### config.mk
export PLATFORM = sky130hd
export DESIGN_NAME = mult_tile_scheduler
export DESIGN_NICKNAME = d
export VERILOG_FILES = /design/src/rtl/mult_tile_scheduler.sv
export SDC_FILE = /design/constraint.sdc
export NUM_CORES = 1
export LEC_CHECK = 0
export CORE_MARGIN = 4
export CORE_UTILIZATION = 48
export DETAILED_ROUTE_END_ITERATION = 8
export PLACE_DENSITY_LB_ADDON = 0.2
export SETUP_SLACK_MARGIN = 0.2
export SYNTH_ARGS = -nofsm -noshare
export SYNTH_HDL_FRONTEND = slang
export SYNTH_SLANG_ARGS = --single-unit
### constraint.sdc
create_clock -name clk -period 3 [get_ports clk]
set_input_delay 0.3 -clock clk [delete_from_list [all_inputs] [get_ports clk]]
set_output_delay 0.3 -clock clk [all_outputs]
set_load 0.05 [all_outputs]
### src/rtl/mult_tile_scheduler.sv
// Job sequencer for the multiplication_baseline datapath: latches a weight set, streams
// input vectors into the fixed-latency multiplier and buffers products in a credited FIFO.
module mult_tile_scheduler #(
    parameter int DIM_A        = 8,
    parameter int DIM_C        = 1,
    parameter int INPUT_WIDTH  = 4,
    parameter int WEIGHT_WIDTH = 8,
    parameter int ACC_WIDTH    = 12,
    parameter int MULT_LATENCY = 2,
    parameter int OUT_DEPTH    = 4,
    parameter int MAX_VECS     = 16
) (
    input  logic                               clk,
    input  logic                               rst,
    input  logic                               start,
    input  logic [$clog2(MAX_VECS+1)-1:0]      num_vecs,
    input  logic [DIM_C*WEIGHT_WIDTH-1:0]      weight_in,
    input  logic                               in_valid,
    output logic                               in_ready,
    input  logic [DIM_A*INPUT_WIDTH-1:0]       in_data,
    output logic                               mul_enable,
    output logic [DIM_A*INPUT_WIDTH-1:0]       mul_in,
    output logic [DIM_C*WEIGHT_WIDTH-1:0]      mul_weight,
    input  logic [DIM_C*DIM_A*ACC_WIDTH-1:0]   mul_out,
    output logic                               out_valid,
    input  logic                               out_ready,
    output logic [DIM_C*DIM_A*ACC_WIDTH-1:0]   out_data,
    output logic                               out_last,
    output logic                               busy,
    output logic                               done
);
    localparam int VW  = $clog2(MAX_VECS + 1);
    localparam int FCW = $clog2(OUT_DEPTH + 1);
    localparam int PW  = $clog2(OUT_DEPTH);
    localparam int IW  = $clog2(MULT_LATENCY + 1);
    localparam int DOW = DIM_C * DIM_A * ACC_WIDTH;

    localparam logic [VW-1:0]  ONE_V    = VW'(1);
    localparam logic [FCW-1:0] ONE_F    = FCW'(1);
    localparam logic [FCW-1:0] FULL_F   = FCW'(OUT_DEPTH);
    localparam logic [PW-1:0]  ONE_P    = PW'(1);
    localparam logic [PW-1:0]  LAST_PTR = PW'(OUT_DEPTH - 1);

    localparam logic [2:0] S_IDLE   = 3'd0;
    localparam logic [2:0] S_LOAD_W = 3'd1;
    localparam logic [2:0] S_RUN    = 3'd2;
    localparam logic [2:0] S_DRAIN  = 3'd3;
    localparam logic [2:0] S_DONE   = 3'd4;

    logic [2:0]                      state;
    logic [VW-1:0]                   num_vecs_q;
    logic [VW-1:0]                   issued;
    logic [DIM_C*WEIGHT_WIDTH-1:0]   weight_q;
    logic [MULT_LATENCY-1:0]         tag_vld;
    logic [MULT_LATENCY-1:0]         tag_last;
    logic [DOW-1:0]                  fifo_mem [OUT_DEPTH];
    logic [OUT_DEPTH-1:0]            fifo_last;
    logic [PW-1:0]                   wr_ptr;
    logic [PW-1:0]                   rd_ptr;
    logic [FCW-1:0]                  fifo_count;
    logic [IW-1:0]                   inflight_count;
    logic                            credit_ok;
    logic                            issue;
    logic                            last_issue;
    logic                            push;
    logic                            pop;
    logic                            drained;

    always_comb begin
        inflight_count = '0;
        for (int i = 0; i < MULT_LATENCY; i++) begin
            inflight_count = inflight_count + IW'(tag_vld[i]);
        end
    end

    // Credits count FIFO entries plus results still inside the multiplier; a same-cycle pop is not credited.
    assign credit_ok  = (32'(fifo_count) + 32'(inflight_count)) < OUT_DEPTH;
    assign in_ready   = (state == S_RUN) && (issued < num_vecs_q) && credit_ok;
    assign issue      = in_valid && in_ready;
    assign last_issue = (issued + ONE_V) == num_vecs_q;
    assign mul_in     = issue ? in_data : '0;
    assign mul_enable = (state == S_LOAD_W) || (state == S_RUN) || (state == S_DRAIN);
    assign mul_weight = weight_q;
    assign busy       = (state != S_IDLE);
    assign done       = (state == S_DONE);

    assign push      = tag_vld[MULT_LATENCY-1];
    assign out_valid = (fifo_count != '0);
    assign pop       = out_valid && out_ready;
    assign out_data  = out_valid ? fifo_mem[rd_ptr] : '0;
    assign out_last  = out_valid && fifo_last[rd_ptr];

    // Nothing in flight means no push this cycle, so popping the single remaining entry empties the FIFO.
    assign drained = (inflight_count == '0) &&
                     ((fifo_count == '0) || ((fifo_count == ONE_F) && pop));

    always_ff @(posedge clk) begin
        if (rst) begin
            state      <= S_IDLE;
            num_vecs_q <= '0;
            issued     <= '0;
            weight_q   <= '0;
        end else begin
            case (state)
                S_IDLE: begin
                    if (start) begin
                        num_vecs_q <= num_vecs;
                        weight_q   <= weight_in;
                        issued     <= '0;
                        state      <= (num_vecs == '0) ? S_DONE : S_LOAD_W;
                    end
                end
                S_LOAD_W: state <= S_RUN;
                S_RUN: begin
                    if (issue) issued <= issued + ONE_V;
                    if (issued == num_vecs_q) state <= S_DRAIN;
                end
                S_DRAIN: if (drained) state <= S_DONE;
                S_DONE:  state <= S_IDLE;
                default: state <= S_IDLE;
            endcase
        end
    end

    // Issue tags ride alongside the multiplier pipeline; the last stage marks mul_out as valid.
    always_ff @(posedge clk) begin
        if (rst) begin
            tag_vld  <= '0;
            tag_last <= '0;
        end else begin
            tag_vld[0]  <= issue;
            tag_last[0] <= issue && last_issue;
            for (int i = 1; i < MULT_LATENCY; i++) begin
                tag_vld[i]  <= tag_vld[i-1];
                tag_last[i] <= tag_last[i-1];
            end
        end
    end

    always_ff @(posedge clk) begin
        if (rst) begin
            wr_ptr     <= '0;
            rd_ptr     <= '0;
            fifo_count <= '0;
        end else begin
            assert (!(push && !pop && (fifo_count == FULL_F)));
            if (push) wr_ptr <= (wr_ptr == LAST_PTR) ? '0 : wr_ptr + ONE_P;
            if (pop)  rd_ptr <= (rd_ptr == LAST_PTR) ? '0 : rd_ptr + ONE_P;
            case ({push, pop})
                2'b10:   fifo_count <= fifo_count + ONE_F;
                2'b01:   fifo_count <= fifo_count - ONE_F;
                default: fifo_count <= fifo_count;
            endcase
        end
    end

    always_ff @(posedge clk) begin
        if (push) begin
            fifo_mem[wr_ptr]  <= mul_out;
            fifo_last[wr_ptr] <= tag_last[MULT_LATENCY-1];
        end
    end
endmodule

# After elaboration in Yosys (flattened, before gate mapping)
# Memory sizes are Yosys's and may differ from the RTL's. A register that Yosys moved wholly into a read port is not among the register bits.
# Index checks and enable logic that the tools add are counted.
# totals
register_bits	36
mem_bits_rw	384
in_bits	146
out_inout_bits	142
word_cells	83
memories	1
# mem_list
memory	depth	word_bits	read_ports	rd_ports_with_merged_regs	write_ports	line_no	text
fifo_mem	4	96	1	1	1	56	logic [DOW-1:0] fifo_mem [OUT_DEPTH];
# classes
n_addsub	7
order_cmp	5
eq_ne	15
n_mux	22
n_reduce_logical	23
# ops
operator	n
2-to-1 mux 96 bit	1
2-to-1 mux 32 bit	1
2-to-1 mux 3 bit	4
one-hot mux 3 bit (4 select lines)	1
== test 5 bit	2
2-to-1 mux 5 bit	2
one-hot mux 5 bit (2 select lines)	1
logical AND 1 bit	9
2-to-1 mux 2 bit	4
== test 2 bit, second input constant	3
== test 3 x 1 -> 1 bit, second input constant	2
== test 3 x 2 -> 1 bit, second input constant	2
logical NOT 3 bit	2
< comparator 2 x 3 -> 1 bit, second input constant	2
inequality test 2 bit, second input constant	3
one-hot mux 3 bit (2 select lines)	1
AND reduction 3 bit	2
nonzero test 3 bit	2
adder 5 x 1 -> 5 bit, second input constant	1
logical NOT 5 bit	1
< comparator 5 bit	1
adder 2 x 1 -> 2 bit, second input constant	2
adder 3 x 2 -> 4 bit	1
bitwise mux 4 bit	1
other kinds (15)	21

# Longest topological paths before layout
# Gate-level depths: netlist of run 1.
# depth
ltp_word	7
ltp_mapped	10
mapped_depth_nobuf	9

# Worst setup path after synthesis of run 1
# OpenSTA, ideal clock, no wires.
# synth_path
kind	register -> register
startpoint	reg, netlist name wr_ptr[0]
endpoint	reg fifo_last[3], enable pin
setup_time_ns	0.466
arrival_ns	2.791
required_ns	2.534
setup_slack_ns	-0.257
stages_incl_launch_ff	3
n_path_buf	0
synth_period_minus_slack_ns	3.257
path_cell_list	dfxtp_1 -> ha_1 -> and2_1
# synth_rtl
item	line_no	text
to (signal, indexed assignment)	160	fifo_last[wr_ptr] <= tag_last[MULT_LATENCY-1];
to (decl)	57	logic [OUT_DEPTH-1:0] fifo_last;

# Worst setup path in the final report of run 1
# layout_path
startpoint	reg tag_vld[1]
endpoint	out mul_in[17]
# layout_between
elab_chain_cells	6
# layout_lines
item	line_no	text
from (decl)	54	logic [MULT_LATENCY-1:0] tag_vld;
from (signal, indexed assignment)	134	tag_vld[i] <= tag_vld[i-1];
adder 1 x 1 -> 2 bit	72	inflight_count = inflight_count + IW'(tag_vld[i]);
adder 3 x 2 -> 4 bit	77	assign credit_ok = (32'(fifo_count) + 32'(inflight_count)) < OUT_DEPTH;
< comparator 4 x 3 -> 1 bit	77	
logical AND 1 bit	78	assign in_ready = (state == S_RUN) && (issued < num_vecs_q) && credit_ok;
logical AND 1 bit	79	assign issue = in_valid && in_ready;
2-to-1 mux 32 bit	81	assign mul_in = issue ? in_data : '0;
to (decl)	22	output logic [DIM_A*INPUT_WIDTH-1:0] mul_in,
# No other way between the ends.

==> metrics, run 1 <==
largest net degree at the start of global routing 84; Ports 288; critical path fanouts, max 4; commonest non-fill, non-tap cells in the layout 388 x edfxtp_1, 156 x clkdlybuf4s50_1, 102 x and2_1, 101 x buf_4, 97 x mux4_2; Die Area 37,500 sq um; clk slew on worst S/H paths 0.06 ns; FF-to-FF setup slack 0.73 ns; slowest CP cell or4b_4; first-pass GRT wire length 56,000 um; Syn-to-layout area delta 32.4%; DIE WIDTH 194 um; Seq/Total Area, Yosys 74.4%; Pwr Density 780 nW/um^2; FF-to-FF Start fifo_count[1]; All-Layer GR Usage 19.1%; asr flop ratio synth 0%; commonest non-fill, non-tap cell in the layout edfxtp_1; WP buf/inv 4; MaxCap Viol Count 0; TritonRoute pass-1 iters 5; buffer levels on the longest clock path 3; Max Fclk 0.349 GHz; detailed-route DRC error count 0; core area 33,800 sq um; Cells after Synth 858; top cells by area, synth edfxtp_1 70%, mux4_2 13%, and2_1 5.1%; min-delay src weight_in[4]; leakage 7.51 nW; Yosys Warn Count 0; worst r2r dst fifo_count[2]; hold crit path type in2reg; post-synth top area share 70.3%; worst rel slew slack 57.1%; Worst setup EP type primary output; status complete, no violations; Final ANT Viol Nets 0; Final Wtd Congestion 0.782; Final Max Tran Viols 0; nets 1,356; Root Driver clkbuf_16; Synth Cell Area 16,600 sq um; wire per inst 21.6 um; I/O Buffers 287; Initial Utilization 49.0%; critical path launch point type flop; Synth cell types 39; GRT overflow 0; Tmin final 2.87 ns; VDD IR-drop max 0.000595 V; CP arrival 2.57 ns; Top delay family on crit path simple AND/OR/NAND/NOR gates; Synth Flop Type edfxtp_1; cells on worst reg2reg path 8; CTS tree done; CP required 2.70 ns; setup TNS 0 ns; # clock sinks 422; Worst Skew 0.0137 ns; H-tree depth 2; kind of critical path reg2out; CP Cell Sequence ha_4, ha_4, or4b_4, nor3_4, buf_6, buf_12, buf_16, and2_4, buf_12; drt initial violations 538; syn_nets 1,023; endpoints failing setup 0; worst-skew pair later-pin latency 0.52 ns; Rows 67; hold path depth 3; register bit total from synthesis 422; RSZ-0062 raised after global routing yes; cell taking the most area after synthesis edfxtp_1; number of global-route vias before repair 9,593; Die Span Y 194 um; Post-Place Setup Slack 0.504 ns; Post-synth EDFFs 388; initial antenna violation count 1; Detailed Route WL 36,000 um; detailed placement HPWL 21,800 um; Fin. Hold Viols 0; Worst Max-Slew Pin Slew 0.643 ns; Avg Cell Area, Syn 19.3 sq um; Min-Delay Endpoint mul_weight[4]; via count 8,925; fin worst setup slack 0.133 ns; CTS Buf Count 43; vias per cell 5.35; layout cell share with drive strength beyond 1 28.9%; period utilisation layout 95.6%; CP peak stage delay 0.50 ns
==> cells by family after synthesis <==
group / count (synthesis) / share of synthesized area, %
compound gates: 38 / 1.36
xor+xnor: 8 / 0.423
fa+ha+maj: 19 / 1.44
buf+inv: 59 / 1.58
flops: 422 / 74.4
mux: 99 / 13.3
simple gates: 213 / 7.45
==> timing repair <==
item,in CTS,in global routing
resized for setup,59,27
cloned,5,0
endpoints found under the setup margin,110,97
pin swaps,12,9
hold buffers,0,0
buffers inserted,13,10
==> where the power goes <==
part / switching (W) / internal [W]
Clock: 0.00205 / 0.00286
Combinational: 0.00359 / 0.00207
Sequential: 0.0000778 / 0.00647
==> registers in the layout, indices dropped and copies added (netlist names), named ones only <==
| signal | count |
|---|---|
| mul_weight | 8 |
| wr_ptr | 2 |
| issued | 5 |
| num_vecs_q | 5 |
| tag_last | 2 |
| state | 3 |
| fifo_mem | 384 |
| fifo_last | 4 |
| tag_vld | 2 |
| rd_ptr | 2 |
| fifo_count | 3 |
==> how the worst max path moves through the flow <==
| stage | startpoint | end | cells past startpoint |
|---|---|---|---|
| finish | tag_vld[1] | mul_in[17] | 9 |
| global route | tag_vld[1] | mul_in[0] | 9 |
| CTS | tag_vld[1] | mul_in[8] | 8 |
| detailed placement | flop | out_data[27] | 4 |
| global placement | flop | out_data[27] | 4 |
| floorplan | tag_vld[1] | mul_in[10] | 7 |
==> metrics by stage <==
stage | cells | hold slack, ns | area, sq um | total power [W] | util, %
CTS | 1658 | 0.305 | 21800 | 0.0172 | 64.5
floorplan | 858 | 0.399 | 16600 | 0.0104 | -
global route | 1668 | 0.326 | 21900 | 0.0178 | 64.9
detailed placement | 1566 | 0.449 | 20200 | 0.0122 | 59.8
finish | 1669 | 0.325 | 21900 | 0.0171 | 64.9
global placement | 1566 | 0.441 | 20200 | 0.0122 | 59.8
==> Yosys cell counts, types with 3 or more instances <==
cell      instances
dfxtp_1          34
a21oi_1          21
nor3_1            5
xor2_1            4
ha_1             19
xnor2_1           4
and2_1          135
nand3_1           5
nor2b_1           3
buf_2            14
nor2_1           13
edfxtp_1        388
buf_1             4
a211oi_1          3
o21ai_0           4
clkbuf_1         23
nor4b_1           3
mux4_2           97
nand2b_1          4
nand2_1          33
inv_1            14
==> worst register-to-register path, cell delays in order, from the launching register on <==
cell and delay (ns):
dfxtp_1 0.35, inv_1 0.14, ha_2 0.31, nand2b_4 0.21
nand2_1 0.21, inv_1 0.09, ha_1 0.34, or3_1 0.39
a21oi_1 0.15
==> cell type report <==
cell class,instances,area [sq um]
Antenna cell,1,2.50
Clock buffer,56,1190
Clock inverter,18,108
Fill cell,2371,11800
Inverter,14,52.6
Multi-Input combinational cell,378,4140
Sequential cell,422,12300
Tap cell,448,561
Timing Repair Buffer,332,3540
==> per-layer routing <==
| metal | vias up | wire (um) | global-route usage [%] |
|---|---|---|---|
| met1 | 4529 | 14800 | 25.6 |
| met2 | 309 | 17900 | 31.8 |
| met5 | - | 0 | 0 |
| met4 | 0 | 763 | 4.90 |
| li1 | 4034 | - | - |
| met3 | 53 | 2590 | 4.85 |
Power figures use the tool's default switching activity.
==> run 2, diff against run 1 <==
--- a/config.mk
+++ b/config.mk
@@ -6,8 +6,9 @@
 export NUM_CORES = 1
 export LEC_CHECK = 0
 export CORE_MARGIN = 4
-export CORE_UTILIZATION = 48
+export CORE_UTILIZATION = 57
 export DETAILED_ROUTE_END_ITERATION = 8
+export DONT_BUFFER_PORTS = 1
 export PLACE_DENSITY_LB_ADDON = 0.2
 export SETUP_SLACK_MARGIN = 0.2
 export SYNTH_ARGS = -nofsm -noshare
==> run 2 against run 1 <==
Sequential power grew 0.6%; combinational power decreased by 19%; critical path depth decreased by 1; global-route usage increased by 2.8 points; sequential cell count unchanged; register-to-register slack got worse by 0.26 ns; clock power grew 4%; first-iteration DRC count up 38%; via count is 5.2% lower; power shrank 5.0%; non-clock buffer count is 159 lower; clock-buffer cell count rose by 5; critical path type unchanged.
==> metrics, run 2 (synthesis gave the netlist of run 1 again) <==
I/O Buffers 0 (-100%); GRT overflow 0 (unchanged); max reg flops 384 (unchanged); met1 Track Usage GR 27.4% (+1.8 points); worst-skew pair later-pin latency 0.52 ns (about the same); commonest non-fill, non-tap cell in the layout edfxtp_1; kind of critical path reg2out; setup TNS 0 ns (unchanged); VDD IR-drop max 0.000571 V (-4.0%); buffer levels on the longest clock path 3 (unchanged); critical path fanouts, max 6 (+2); FF-to-FF Start fifo_count[1]; CP arrival 2.52 ns (-0.05 ns); Fin. Hold Viols 0 (unchanged); initial antenna violation count 1 (unchanged); clk slew on worst S/H paths 0.06 ns (about the same); Initial Utilization 57.7% (+8.7 points); Syn-to-layout area delta 24.2%; Final ANT Viol Nets 0 (unchanged); CTS Buf Count 43 (unchanged); GR peak layer met2; cells on worst reg2reg path 8 (unchanged); period utilisation layout 94.2% (-1.4 points); nets 1,197 (-12%); CTS tree done; All-Layer GR Usage 22.0% (+2.8 points); TritonRoute pass-1 iters 4 (-1); wire per inst 24.7 um (+15%); largest register by flop count fifo_mem; status complete, no violations; Ports 288 (unchanged); DIE WIDTH 178 um (-7.9%); # clock sinks 422 (unchanged); number of global-route vias before repair 9,229 (-3.8%); critical path launch point type flop; largest net degree at the start of global routing 62 (-26%); Max Fclk 0.354 GHz (+1.5%); Worst Max-Slew Pin Slew 1.11 ns (+0.469 ns); leakage 6.75 nW (-10%); RSZ-0062 raised after global routing yes; Worst Skew 0.0124 ns (-0.00133 ns); worst r2r dst fifo_count[2]; layout cell share with drive strength beyond 1 30.0% (+1.0 points); CP required 2.70 ns (about the same); hold crit path type in2reg; MaxCap Viol Count 0 (unchanged); Layout Utilization 71.7% (+6.8 points); Final Max Tran Viols 0 (unchanged); worst rel slew slack 25.6% (-32 points); Detailed Route WL 35,900 um (-0.45%); via count 8,461 (-5.2%); Die Span Y 178 um (-7.9%); Final Wtd Congestion 0.829 (+6.0%); commonest non-fill, non-tap cells in the layout 388 x edfxtp_1, 112 x dlygate4sd3_1, 97 x mux4_2, 60 x and2_2, 47 x clkbuf_16; first-pass GRT wire length 53,100 um (-5.3%); Root Driver clkbuf_16; Die Area 31,900 sq um (-15%); detailed placement HPWL 20,900 um (-4.4%); endpoints failing setup 0 (unchanged); Min-Delay Endpoint issued[3]; Pwr Density 790 nW/um^2 (+1.3%); Worst setup EP type primary output; FF-to-FF setup slack 0.47 ns (-0.26 ns); Rows 62 (-7.5%); core area 28,700 sq um (-15%); vias per cell 5.83 (+9.0%); Tmin final 2.82 ns (-0.0427 ns); detailed-route DRC error count 0 (unchanged); M2 GR Usage 38.6% (+6.8 points); GR Layer Usage met3 5.47% (+0.62 points); H-tree depth 2 (unchanged); drt initial violations 744 (+38%); min-delay src rst; hold path depth 2 (-1)
run 2: cell types whose count changed in the layout (fill, tap and decap cells not counted), sizes merged:
| cell | delta |
|---|---|
| diode | +2 |
| dlygate4sd3 | +112 |
| clkinv | -4 |
| dlygate4sd2 | -22 |
| buf | -90 |
| clkdlybuf4s15 | -4 |
| bufinv | +2 |
| clkbuf | +6 |
| clkdlybuf4s50 | -156 |
run 2: metrics by stage:
step	instances	total power, W	cell area (sq um)	setup slack, ns	hold WS, ns
CTS	1445	0.0164	20500	0.142	0.0154
finish	1451	0.0163	20600	0.175	0.0455
floorplan	858	0.0104	16600	0.623	0.399
detailed placement	1249	0.0110	17700	0.562	0.374
global route	1449	0.0169	20600	0.112	0.0321
global placement	1249	0.0109	17700	0.623	0.374
run 2: worst max-delay path by stage:
stage / to / slack, ns / cells after the start / from
2_1_floorplan: mul_in[10] / 0.62 / 7 / tag_vld[1]
3_3_place_gp: mul_in[10] / 0.62 / 7 / tag_vld[1]
3_5_place_dp: mul_in[21] / 0.56 / 7 / tag_vld[1]
4_1_cts: mul_in[21] / 0.14 / 8 / tag_vld[1]
5_1_grt: mul_in[9] / 0.11 / 8 / tag_vld[1]
6_report: mul_in[9] / 0.18 / 8 / tag_vld[1]
run 2: critical path, cell delays in order (launching register included):
cell and delay [ns]:
dfxtp_4 0.35, ha_4 0.16, ha_4 0.15, or4b_4 0.50, nor3_4 0.22, buf_12 0.17, clkbuf_16 0.16, and2_4 0.15
buf_12 0.13
run 2: metal layers:
metal / vias to the layer above / share of wire (%) / routed length, um
li1: 3712 / - / -
met1: 4377 / 37 / 13400
met2: 325 / 54 / 19300
met3: 47 / 7.0 / 2500
met4: 0 / 1.9 / 683
met5: - / 0 / 0
run 2: power breakdown:
part	total [W]	internal [W]	leakage [nW]	switching, W
clock	0.00509	0.00305	0.656	0.00204
combinational	0.00459	0.00127	2.33	0.00332
sequential	0.00659	0.00647	3.76	0.000123
run 2: layout make-up:
cell class                      count  area, sq um
Fill cell                        1712         8120
Timing Repair Buffer              173         2150
Tap cell                          384          480
Clock inverter                     16          146
Clock buffer                       61         1210
Antenna cell                        3         7.51
Sequential cell                   422        12300
Multi-Input combinational cell    378         4190
Inverter                           14         52.6
run 2: repair_timing:
item / 4_1_cts / 5_1_grt
endpoints found under the setup margin: 92 / 92
endpoints found under the hold margin: 416 / 0
gates resized for setup: 107 / 7
buffers inserted: 4 / 0
pin swaps: 3 / 34
gates cloned: 3 / 3
hold buffers: 112 / 0
==> patch: new RTL, settings of run 1 <==
Set the parameter `OUT_DEPTH` to 8 (it was 4).
--- a/src/rtl/mult_tile_scheduler.sv
+++ b/src/rtl/mult_tile_scheduler.sv
@@ -9,3 +9,3 @@
     parameter int MULT_LATENCY = 2,
-    parameter int OUT_DEPTH    = 4,
+    parameter int OUT_DEPTH    = 8,
     parameter int MAX_VECS     = 16
Behaviour: no difference found for any inputs over 4 cycles, from zero or initial values and one cycle with rst high; that may be too few to reach the edited logic, so the function may still have changed.
==> patch against run 1 <==
- core utilization shrank 3.4 points
- sequential cell count grew 392
- area after synthesis grew 91%
- worst hold slack lost 0.085 ns
- clock skew grew 0.00055 ns
- worst setup slack gained 0.062 ns
- power grew 88%
- cell area grew 82%
- routed wire length grew 100%
- critical path type unchanged
- critical endpoint is now out_data[72]
==> patch: results (changes against run 1) <==
top cells by count, synth = edfxtp_1, mux4_2, nor2_1, mux2i_1, dfxtp_1 (was edfxtp_1, and2_1, mux4_2, dfxtp_1, nand2_1)
DR vias/cell = 5.652 (was 5.348)
met1 WL = 29,600 um (was 14,760 um)
IR drop worst, VDD = 731.6 uV (was 594.9 uV)
WL per Instance = 25.40 um (was 21.60 um)
Post-synth EDFFs = 776 (was 388)
Setup Slack @ Placement = 0.3441 ns (was 0.5041 ns)
R2R depth = 11 (was 8)
Inverters = 16 (was 14)
Mapped Area = 0.03171 sq mm (was 0.01656 sq mm)
# H-tree levels = 3 (was 2)
CP Max Fanout = 9 (was 4)
TritonRoute pass-1 iters = 4 (was 5)
worst endpoint data arrival time = 2.51 ns (was 2.57 ns)
outcome = finished clean (unchanged)
nets = 2,069 (was 1,356)
non-clk buf share = 0.1167 (was 0.1614)
sequential element share of the synthesized area = 0.7590 (was 0.7445)
worst rel slew slack = 0.5186 (was 0.5711)
Critical R2R Capture = fifo_count[3] (was fifo_count[2])
Setup WS post-layout = 0.1941 ns (was 0.1325 ns)
flop2flop setup slack = 0.51 ns (was 0.73 ns)
metal2 WL = 36,640 um (was 17,930 um)
CTS Buf Count = 83 (was 43)
sequential share of power = 0.392 (was 0.383)
clock network area share = 0.06627 (was 0.05904)
overall routing resource usage = 0.2011 (was 0.1911)
n_diodes = 6 (was 1)
GPL Wtd Cong = 0.7965 (was 0.7821)
==> patch: repair_timing <==
action                     in CTS  in global routing
gates cloned                   15                  9
pin swaps                       6                 16
setup buffers                  29                 16
resized for setup             183                100
setup endpoints to repair     131                123
==> patch: worst min path at each step <==
| stage | from | to | slack [ns] | cells after the start |
|---|---|---|---|---|
| 6_report | weight_in[7] | mul_weight[7] | 0.24 | 3 |
| 5_1_grt | weight_in[3] | mul_weight[3] | 0.22 | 3 |
| 4_1_cts | weight_in[3] | mul_weight[3] | 0.20 | 3 |
| 3_5_place_dp | tag_last[0] | tag_last[1] | 0.44 | 1 |
| 3_3_place_gp | mul_weight[2] | mul_weight[2] | 0.44 | 2 |
| 2_1_floorplan | mul_out[0] | fifo_mem[0][0] | 0.40 | 0 |
==> patch: cells by family after synthesis <==
logic type	share of synthesized area
adder cells (fa/ha/maj)	0.006709
multiplexers	0.1691
XOR/XNOR	0.002486
AO/OA/AOI/OAI	0.01038
buffers and inverters	0.02005
flip-flops	0.7590
AND/OR/NAND/NOR	0.03236
